### config.mk
export PLATFORM = sky130hd
export DESIGN_NAME = ad9826_serial_slave
export DESIGN_NICKNAME = d
export VERILOG_FILES = /design/src/rtl/ad9826_pkg.sv /design/src/rtl/ad9826_sync_edge.sv /design/src/rtl/ad9826_serial_slave.sv
export SDC_FILE = /design/constraint.sdc
export NUM_CORES = 1
export LEC_CHECK = 0
export BUFFER_PORTS_ARGS = -buffer_cell sky130_fd_sc_hd__buf_2
export CAP_MARGIN = 5
export CORE_AREA = 2 2 100 102
export CTS_CLUSTER_SIZE = 10
export DETAILED_ROUTE_END_ITERATION = 8
export DIE_AREA = 0 0 102 104
export PLACE_DENSITY_LB_ADDON = 0.25
export SLEW_MARGIN = 10
export SYNTH_ARGS = -nofsm -noshare
export SYNTH_HDL_FRONTEND = slang
export SYNTH_SLANG_ARGS = --single-unit
### constraint.sdc
create_clock -name clk -period 4.2 [get_ports clk]
set_input_delay 0.84 -clock clk [delete_from_list [all_inputs] [get_ports clk]]
set_output_delay 0.84 -clock clk [all_outputs]
set_load 0.03 [all_outputs]
### src/rtl/ad9826_pkg.sv
// rtl/ad9826_pkg.sv - shared constants and FSM states for the AD9826 serial slave
package ad9826_pkg;

  localparam int FRAME_LEN = 16;
  localparam int HDR_LEN   = 7;
  localparam int DATA_W    = 9;
  localparam int ADDR_W    = 3;
  localparam int NUM_REGS  = 1 << ADDR_W;
  localparam int CNT_W     = 5;

  localparam logic [CNT_W-1:0] POS_RW       = 5'd0;
  localparam logic [CNT_W-1:0] POS_ADDR_LO  = 5'd1;
  localparam logic [CNT_W-1:0] POS_ADDR_HI  = 5'd3;
  localparam logic [CNT_W-1:0] POS_HDR_LAST = CNT_W'(HDR_LEN - 1);
  localparam logic [CNT_W-1:0] POS_DATA_HI  = CNT_W'(FRAME_LEN - 1);

  localparam logic [2:0] ST_IDLE     = 3'd0;
  localparam logic [2:0] ST_HDR      = 3'd1;
  localparam logic [2:0] ST_WDATA    = 3'd2;
  localparam logic [2:0] ST_RDATA    = 3'd3;
  localparam logic [2:0] ST_WAIT_END = 3'd4;

endpackage

### src/rtl/ad9826_sync_edge.sv
// rtl/ad9826_sync_edge.sv - N-stage synchronizer with rise/fall pulses on the synced level
module ad9826_sync_edge #(
  parameter int STAGES = 2
) (
  input  logic clk,
  input  logic rst_n,
  input  logic i_d,
  output logic o_q,
  output logic o_rise,
  output logic o_fall
);

  logic [STAGES-1:0] r_sync;
  logic              r_prev;

  always_ff @(posedge clk or negedge rst_n) begin
    if (!rst_n) begin
      r_sync <= '0;
      r_prev <= 1'b0;
    end else begin
      r_sync <= {r_sync[STAGES-2:0], i_d};
      r_prev <= r_sync[STAGES-1];
    end
  end

  assign o_q    = r_sync[STAGES-1];
  assign o_rise = o_q & ~r_prev;
  assign o_fall = ~o_q & r_prev;

endmodule

### src/rtl/ad9826_serial_slave.sv
// rtl/ad9826_serial_slave.sv - AD9826 3-wire serial port responder emulating the 8 x 9-bit register file
module ad9826_serial_slave
  import ad9826_pkg::*;
#(
  parameter bit LSB_FIRST   = 1'b0,
  parameter int SYNC_STAGES = 2
) (
  input  logic        clk,
  input  logic        rst_n,
  input  logic        sclk,
  input  logic        sload,
  input  logic        sdata_in,
  output logic        sdata_out,
  output logic        sdata_oe,
  output logic [71:0] cfg_regs,
  output logic        wr_strobe,
  output logic [2:0]  wr_addr,
  output logic        rd_strobe,
  output logic        frame_err
);

  logic w_sclk_q, w_sclk_rise, w_sclk_fall;
  logic w_sload_q, w_sload_rise, w_sload_fall;
  logic w_sd, w_sd_rise, w_sd_fall;
  logic w_unused;

  ad9826_sync_edge #(.STAGES(SYNC_STAGES)) u_sync_sclk (
    .clk(clk), .rst_n(rst_n), .i_d(sclk),
    .o_q(w_sclk_q), .o_rise(w_sclk_rise), .o_fall(w_sclk_fall)
  );

  ad9826_sync_edge #(.STAGES(SYNC_STAGES)) u_sync_sload (
    .clk(clk), .rst_n(rst_n), .i_d(sload),
    .o_q(w_sload_q), .o_rise(w_sload_rise), .o_fall(w_sload_fall)
  );

  ad9826_sync_edge #(.STAGES(SYNC_STAGES)) u_sync_sdata (
    .clk(clk), .rst_n(rst_n), .i_d(sdata_in),
    .o_q(w_sd), .o_rise(w_sd_rise), .o_fall(w_sd_fall)
  );

  assign w_unused = ^{w_sclk_q, w_sload_q, w_sd_rise, w_sd_fall};

  logic [NUM_REGS-1:0][DATA_W-1:0] r_regs;
  logic [2:0]        r_state;
  logic [CNT_W-1:0]  r_bit_cnt;
  logic              r_rw;
  logic [ADDR_W-1:0] r_addr;
  logic [DATA_W-1:0] r_data;
  logic [DATA_W-1:0] r_rd_shift;
  logic              r_wr_pend;
  logic              r_overrun;

  assign cfg_regs = r_regs;

  always_ff @(posedge clk or negedge rst_n) begin
    if (!rst_n) begin
      r_regs     <= '0;
      r_state    <= ST_IDLE;
      r_bit_cnt  <= '0;
      r_rw       <= 1'b0;
      r_addr     <= '0;
      r_data     <= '0;
      r_rd_shift <= '0;
      r_wr_pend  <= 1'b0;
      r_overrun  <= 1'b0;
      sdata_out  <= 1'b0;
      sdata_oe   <= 1'b0;
      wr_strobe  <= 1'b0;
      wr_addr    <= '0;
      rd_strobe  <= 1'b0;
      frame_err  <= 1'b0;
    end else begin
      wr_strobe <= 1'b0;
      rd_strobe <= 1'b0;
      frame_err <= 1'b0;
      if (w_sload_rise) begin
        sdata_oe <= 1'b0;
        r_state  <= ST_IDLE;
        if (r_state == ST_WAIT_END && !r_overrun) begin
          if (r_wr_pend) begin
            r_regs[r_addr] <= r_data;
            wr_strobe      <= 1'b1;
            wr_addr        <= r_addr;
          end else begin
            rd_strobe <= 1'b1;
          end
        end else if (r_state != ST_IDLE) begin
          // A rise with no frame open (e.g. tail of a reset-interrupted frame) is not an error
          frame_err <= 1'b1;
        end
      end else begin
        case (r_state)
          ST_IDLE: begin
            if (w_sload_fall) begin
              r_state   <= ST_HDR;
              r_bit_cnt <= '0;
              sdata_oe  <= 1'b0;
              r_wr_pend <= 1'b0;
              r_overrun <= 1'b0;
            end
          end
          ST_HDR: begin
            if (w_sclk_rise) begin
              r_bit_cnt <= r_bit_cnt + 5'd1;
              if (r_bit_cnt == POS_RW)
                r_rw <= w_sd;
              if (r_bit_cnt >= POS_ADDR_LO && r_bit_cnt <= POS_ADDR_HI)
                r_addr <= LSB_FIRST ? {w_sd, r_addr[ADDR_W-1:1]} : {r_addr[ADDR_W-2:0], w_sd};
              if (r_bit_cnt == POS_HDR_LAST) begin
                if (r_rw) begin
                  r_state    <= ST_RDATA;
                  r_rd_shift <= r_regs[r_addr];
                end else begin
                  r_state <= ST_WDATA;
                end
              end
            end
          end
          ST_WDATA: begin
            if (w_sclk_rise) begin
              r_bit_cnt <= r_bit_cnt + 5'd1;
              r_data    <= LSB_FIRST ? {w_sd, r_data[DATA_W-1:1]} : {r_data[DATA_W-2:0], w_sd};
              if (r_bit_cnt == POS_DATA_HI) begin
                r_state   <= ST_WAIT_END;
                r_wr_pend <= 1'b1;
              end
            end
          end
          ST_RDATA: begin
            // Drive on falls so the master sees each bit settled well before its rise
            if (w_sclk_fall) begin
              sdata_oe   <= 1'b1;
              sdata_out  <= LSB_FIRST ? r_rd_shift[0] : r_rd_shift[DATA_W-1];
              r_rd_shift <= LSB_FIRST ? {1'b0, r_rd_shift[DATA_W-1:1]}
                                      : {r_rd_shift[DATA_W-2:0], 1'b0};
            end
            if (w_sclk_rise) begin
              r_bit_cnt <= r_bit_cnt + 5'd1;
              if (r_bit_cnt == POS_DATA_HI)
                r_state <= ST_WAIT_END;
            end
          end
          ST_WAIT_END: begin
            if (w_sclk_rise)
              r_overrun <= 1'b1;
          end
          default: r_state <= ST_IDLE;
        endcase
      end
    end
  end

endmodule
==> impl_results.html <==
<table>
<tr><th>Metric</th><th>Value</th></tr>
<tr><th colspan="2">Outcome</th></tr>
<tr><td>Result of the run</td><td>finished, final reports clean</td></tr>
<tr><th colspan="2">Worst setup path</th></tr>
<tr><td>Element type at the critical path start</td><td>register</td></tr>
<tr><td>Crit-path max FO</td><td>21</td></tr>
<tr><td>Worst Setup End Kind</td><td>register</td></tr>
<tr><td>Launch instance of the worst register-to-register path</td><td>r_state[2]</td></tr>
<tr><td>Start point of the critical path</td><td>r_state[2]</td></tr>
<tr><td>Setup slack of the worst register-to-register path</td><td>1.59 ns</td></tr>
<tr><td>Worst endpoint required time</td><td>4.60 ns</td></tr>
<tr><td>Critical path data arrival time</td><td>3.01 ns</td></tr>
<tr><td>Number of cells on the worst reg-to-reg path</td><td>4</td></tr>
<tr><td>Worst reg2reg endpoint</td><td>cfg_regs[67]</td></tr>
<tr><td>Crit path kind</td><td>reg2reg</td></tr>
<tr><th colspan="2">Hold path</th></tr>
<tr><td>Worst hold path startpoint</td><td>u_sync_sdata.r_sync[0]</td></tr>
<tr><td>Sink of the worst hold path</td><td>u_sync_sdata.r_sync[1]</td></tr>
<tr><td>Type of the worst min-delay path</td><td>reg2reg</td></tr>
<tr><td>Cell depth of the worst min-delay path</td><td>0</td></tr>
<tr><th colspan="2">Drt</th></tr>
<tr><td>Number of antenna-violating nets in the routed design</td><td>0</td></tr>
<tr><td>Routed len/inst</td><td>20.1 µm</td></tr>
<tr><td>Residual DRC</td><td>0</td></tr>
<tr><td>DRC marker count from the first detailed-route iteration</td><td>233</td></tr>
<tr><td>Number of search-and-repair iterations in the first detailed-routing pass</td><td>5</td></tr>
<tr><td>Final routed wirelength across all metal layers</td><td>13000 µm</td></tr>
<tr><td>Via density per instance</td><td>5.89</td></tr>
<tr><td>Via count</td><td>3792</td></tr>
<tr><th colspan="2">Final layout</th></tr>
<tr><td>Number of nets at the end of the flow</td><td>509</td></tr>
<tr><td>Final antenna diode count</td><td>0</td></tr>
<tr><td>Final std cell area, no fill</td><td>6520 µm²</td></tr>
<tr><td># fillers</td><td>731</td></tr>
<tr><td>Layout overhead on the synthesized area</td><td>18.7%</td></tr>
<tr><td>Share of layout cells above drive strength 1</td><td>0.436</td></tr>
<tr><td>Post-layout util</td><td>0.682</td></tr>
<tr><th colspan="2">Floorplan</th></tr>
<tr><td>Number of rows in the core area</td><td>36</td></tr>
<tr><td>Overall die height</td><td>104 µm</td></tr>
<tr><td>Die boundary width</td><td>102 µm</td></tr>
<tr><td>Floorplan die area</td><td>10600 µm²</td></tr>
<tr><td>Boundary pin count</td><td>85</td></tr>
<tr><td>Core area</td><td>9550 µm²</td></tr>
<tr><td>Initial core utilization</td><td>0.575</td></tr>
<tr><th colspan="2">Clock network</th></tr>
<tr><td>Post-CTS setup buffer count</td><td>0</td></tr>
<tr><td>Largest buffer count on any clock path</td><td>2</td></tr>
<tr><td>CTS tree</td><td>built</td></tr>
<tr><td>Clock net sink count</td><td>120</td></tr>
<tr><td>CTS clock-pin slew for the worst setup and hold paths</td><td>0.05 ns</td></tr>
<tr><td>CTS resizes</td><td>0</td></tr>
<tr><td># H-tree levels</td><td>4</td></tr>
<tr><td>Cell at the root of the clock tree</td><td>sky130_fd_sc_hd__clkbuf_8</td></tr>
<tr><td>Number of buffers inserted for hold repair after clock tree synthesis</td><td>0</td></tr>
<tr><td>Skew-Pair Late Insertion Delay</td><td>0.52 ns</td></tr>
<tr><td>Inserted Clock Buffers</td><td>17</td></tr>
<tr><th colspan="2">Timing</th></tr>
<tr><td>Setup repair after global routing missed its margin</td><td>no</td></tr>
<tr><td>Clock period minus final worst setup slack</td><td>2.61 ns</td></tr>
<tr><td>Final number of setup-violating endpoints</td><td>0</td></tr>
<tr><td>Slew HR</td><td>0.381</td></tr>
<tr><td>Clk_skew</td><td>0.00555 ns</td></tr>
<tr><td>Final hold viol count</td><td>0</td></tr>
<tr><td>Setup slack of the critical path after layout</td><td>1.59 ns</td></tr>
<tr><td>Post-Route Setup TNS</td><td>0 ns</td></tr>
<tr><td>Period utilization</td><td>0.622</td></tr>
<tr><td>Final worst hold slack</td><td>0.345 ns</td></tr>
<tr><td>Max-slew violation total from the final report</td><td>0</td></tr>
<tr><td>Max Clock Freq</td><td>383 MHz</td></tr>
<tr><td>Worst-Margin Slew</td><td>0.922 ns</td></tr>
<tr><th colspan="2">Yosys</th></tr>
<tr><td>Fraction of synthesis flops using an asynchronous set or reset pin</td><td>1.00</td></tr>
<tr><td>Number of distinct library cell variants in the gate-level netlist after synthesis</td><td>48</td></tr>
<tr><td>Top area cells in the synthesized netlist</td><td>sky130_fd_sc_hd__dfrtp_1, sky130_fd_sc_hd__mux2_2, sky130_fd_sc_hd__mux2i_1</td></tr>
<tr><td>Simple-gate area share of the yosys netlist</td><td>0.0898</td></tr>
<tr><td>Nets in the synthesized netlist</td><td>429</td></tr>
<tr><td>Netlist area before placement</td><td>5490 µm²</td></tr>
<tr><td>Yosys warns</td><td>0</td></tr>
<tr><td>Average instance area after synthesis</td><td>13.1 µm²</td></tr>
<tr><td>Number of flip-flops and latches in the synthesized netlist</td><td>120</td></tr>
<tr><td>Sequential cell area fraction in the yosys report</td><td>0.547</td></tr>
<tr><td>Area share of the largest cell type after synthesis</td><td>0.547</td></tr>
<tr><td>Cell type contributing the most total cell area after synthesis</td><td>sky130_fd_sc_hd__dfrtp_1</td></tr>
<tr><td>Count of flip-flops with a built-in enable after synthesis</td><td>0</td></tr>
<tr><td>Mux cell area share after synthesis</td><td>0.257</td></tr>
<tr><td>Compound-cell area share of the yosys netlist</td><td>0.0677</td></tr>
<tr><td>Combinational family with the most area after synthesis</td><td>multiplexers</td></tr>
<tr><td>Xor/xnor share of the synthesized area</td><td>0</td></tr>
<tr><td>Arithmetic-cell share of the synthesized area counting full adders, half adders and majority gates</td><td>0.0114</td></tr>
<tr><td>Number of standard cells after synthesis</td><td>419</td></tr>
<tr><td>Most used flip-flop cell after synthesis</td><td>sky130_fd_sc_hd__dfrtp_1</td></tr>
<tr><th colspan="2">Place</th></tr>
<tr><td>Worst-case setup slack after placement</td><td>1.67 ns</td></tr>
<tr><td>Placement-stage cell area</td><td>5990 µm²</td></tr>
<tr><td>DPL Wire Length</td><td>8460 µm</td></tr>
<tr><td>Port Buffer Count</td><td>84</td></tr>
<tr><td>Placer's final routability congestion estimate</td><td>0.836</td></tr>
<tr><th colspan="2">Power</th></tr>
<tr><td>LEAKAGE</td><td>3.33 nW</td></tr>
<tr><td>Max VDD drop</td><td>0.275 mV</td></tr>
<tr><td>PwrDens</td><td>463 nW/µm²</td></tr>
<tr><th colspan="2">GRT</th></tr>
<tr><td>Residual overflow from global routing</td><td>0</td></tr>
<tr><td>Largest net degree at the start of global routing</td><td>121</td></tr>
<tr><td>Antenna violations before repair</td><td>0</td></tr>
<tr><td>First-pass GRT wire length</td><td>20800 µm</td></tr>
<tr><td>GRT Resource Usage Total</td><td>0.261</td></tr>
<tr><td>Via count of the first global-routing pass</td><td>3798</td></tr>
<tr><th colspan="2">Run</th></tr>
<tr><td>Count of max-cap constraint violations</td><td>0</td></tr>
</table>
[sequential cells by signal (all words and copies together), names as in the netlist]
| register | flops |
|---|---|
| cfg_regs | 72 |
| frame_err | 1 |
| r_addr | 3 |
| r_bit_cnt | 5 |
| r_data | 9 |
| r_overrun | 1 |
| r_rd_shift | 9 |
| r_rw | 1 |
| r_state | 3 |
| r_wr_pend | 1 |
| rd_strobe | 1 |
| sdata_oe | 1 |
| sdata_out | 1 |
| u_sync_sclk.r_prev | 1 |
| u_sync_sclk.r_sync | 2 |
| u_sync_sdata.r_sync | 2 |
| u_sync_sload.r_prev | 1 |
| u_sync_sload.r_sync | 2 |
| wr_addr | 3 |
| wr_strobe | 1 |
[worst max-delay path: stages (launching register included)]
cell and delay, ns:
sky130_fd_sc_hd__dfrtp_1 0.73, sky130_fd_sc_hd__nor2b_1 0.36, sky130_fd_sc_hd__nand4_1 0.30, sky130_fd_sc_hd__nor2_2 0.67, sky130_fd_sc_hd__mux2_2 0.42
[cell usage in the layout, fill, tap and decap left out, types with 6 or more instances in the layout]
cell type,n
sky130_fd_sc_hd__o22ai_1,6
sky130_fd_sc_hd__buf_2,83
sky130_fd_sc_hd__nand2_1,11
sky130_fd_sc_hd__inv_1,9
sky130_fd_sc_hd__a221oi_1,6
sky130_fd_sc_hd__mux2i_1,26
sky130_fd_sc_hd__clkbuf_16,16
sky130_fd_sc_hd__mux2_2,98
sky130_fd_sc_hd__o21ai_0,12
sky130_fd_sc_hd__nor2_1,19
sky130_fd_sc_hd__nand2b_1,7
sky130_fd_sc_hd__clkbuf_1,8
sky130_fd_sc_hd__nor2b_1,6
sky130_fd_sc_hd__o32a_1,6
sky130_fd_sc_hd__dfrtp_1,120
[metrics by stage]
step	total power [mW]	instances
2_1_floorplan	1.62	419
3_3_place_gp	1.72	613
3_5_place_dp	1.73	613
4_1_cts	3.03	644
5_1_grt	3.13	644
6_report	3.02	644
[report_power, final]
part	internal [mW]	switching, mW
Sequential	1.20	0.126
Combinational	0.165	0.231
Clock	0.826	0.470
[cells in the mapped netlist, drive strengths merged, types with 2 or more instances]
cell type / n
nand3b: 2
or2: 2
nand3: 5
o31ai: 2
a221oi: 6
mux2: 98
buf: 18
or4: 3
dfrtp: 120
clkbuf: 7
nor3b: 2
nor3: 4
nor2: 24
nor2b: 6
a31oi: 2
o22ai: 6
a32o: 3
nand4: 3
and3: 4
o2bb2ai: 2
o21ai: 12
mux4: 2
o32a: 6
nand2: 11
mux2i: 26
a21oi: 6
nand2b: 7
inv: 9
ha: 5
and2: 3
[area by class of cell]
class | instances | area [µm²] | share of cell area
Timing Repair Buffer | 86 | 450 | 0.0691
Tap cell | 133 | 166 | 0.0255
Inverter | 9 | 33.8 | 0.00519
Sequential cell | 120 | 3000 | 0.461
Multi-Input combinational cell | 265 | 2340 | 0.359
Clock inverter | 3 | 40.0 | 0.00615
Clock buffer | 28 | 485 | 0.0745
[logic make-up (layout without fill, tap and decap cells)]
family | after synthesis | in the layout
AOI/OAI and AO/OA | 50 | 50
buffers and inverters | 34 | 126
and+or+nand+nor | 84 | 84
muxes | 126 | 126
adders and majority gates | 5 | 5
DFF | 120 | 120
[worst max path at each step]
stage,cells after the start,end
final,4,cfg_regs[67]
after global routing,4,cfg_regs[71]
after CTS,4,cfg_regs[45]
after detailed placement,4,cfg_regs[67]
after global placement,4,cfg_regs[61]
after floorplan,5,cfg_regs[63]
[routing by layer]
| layer | global-route usage | vias up | part of all wire |
|---|---|---|---|
| met5 | 0 | - | 0 |
| met4 | 0.0790 | 0 | 0.017 |
| met3 | 0.0638 | 21 | 0.050 |
| met2 | 0.392 | 119 | 0.48 |
| met1 | 0.377 | 1961 | 0.45 |
| li1 | - | 1691 | - |
Power figures use the tool's default switching activity.
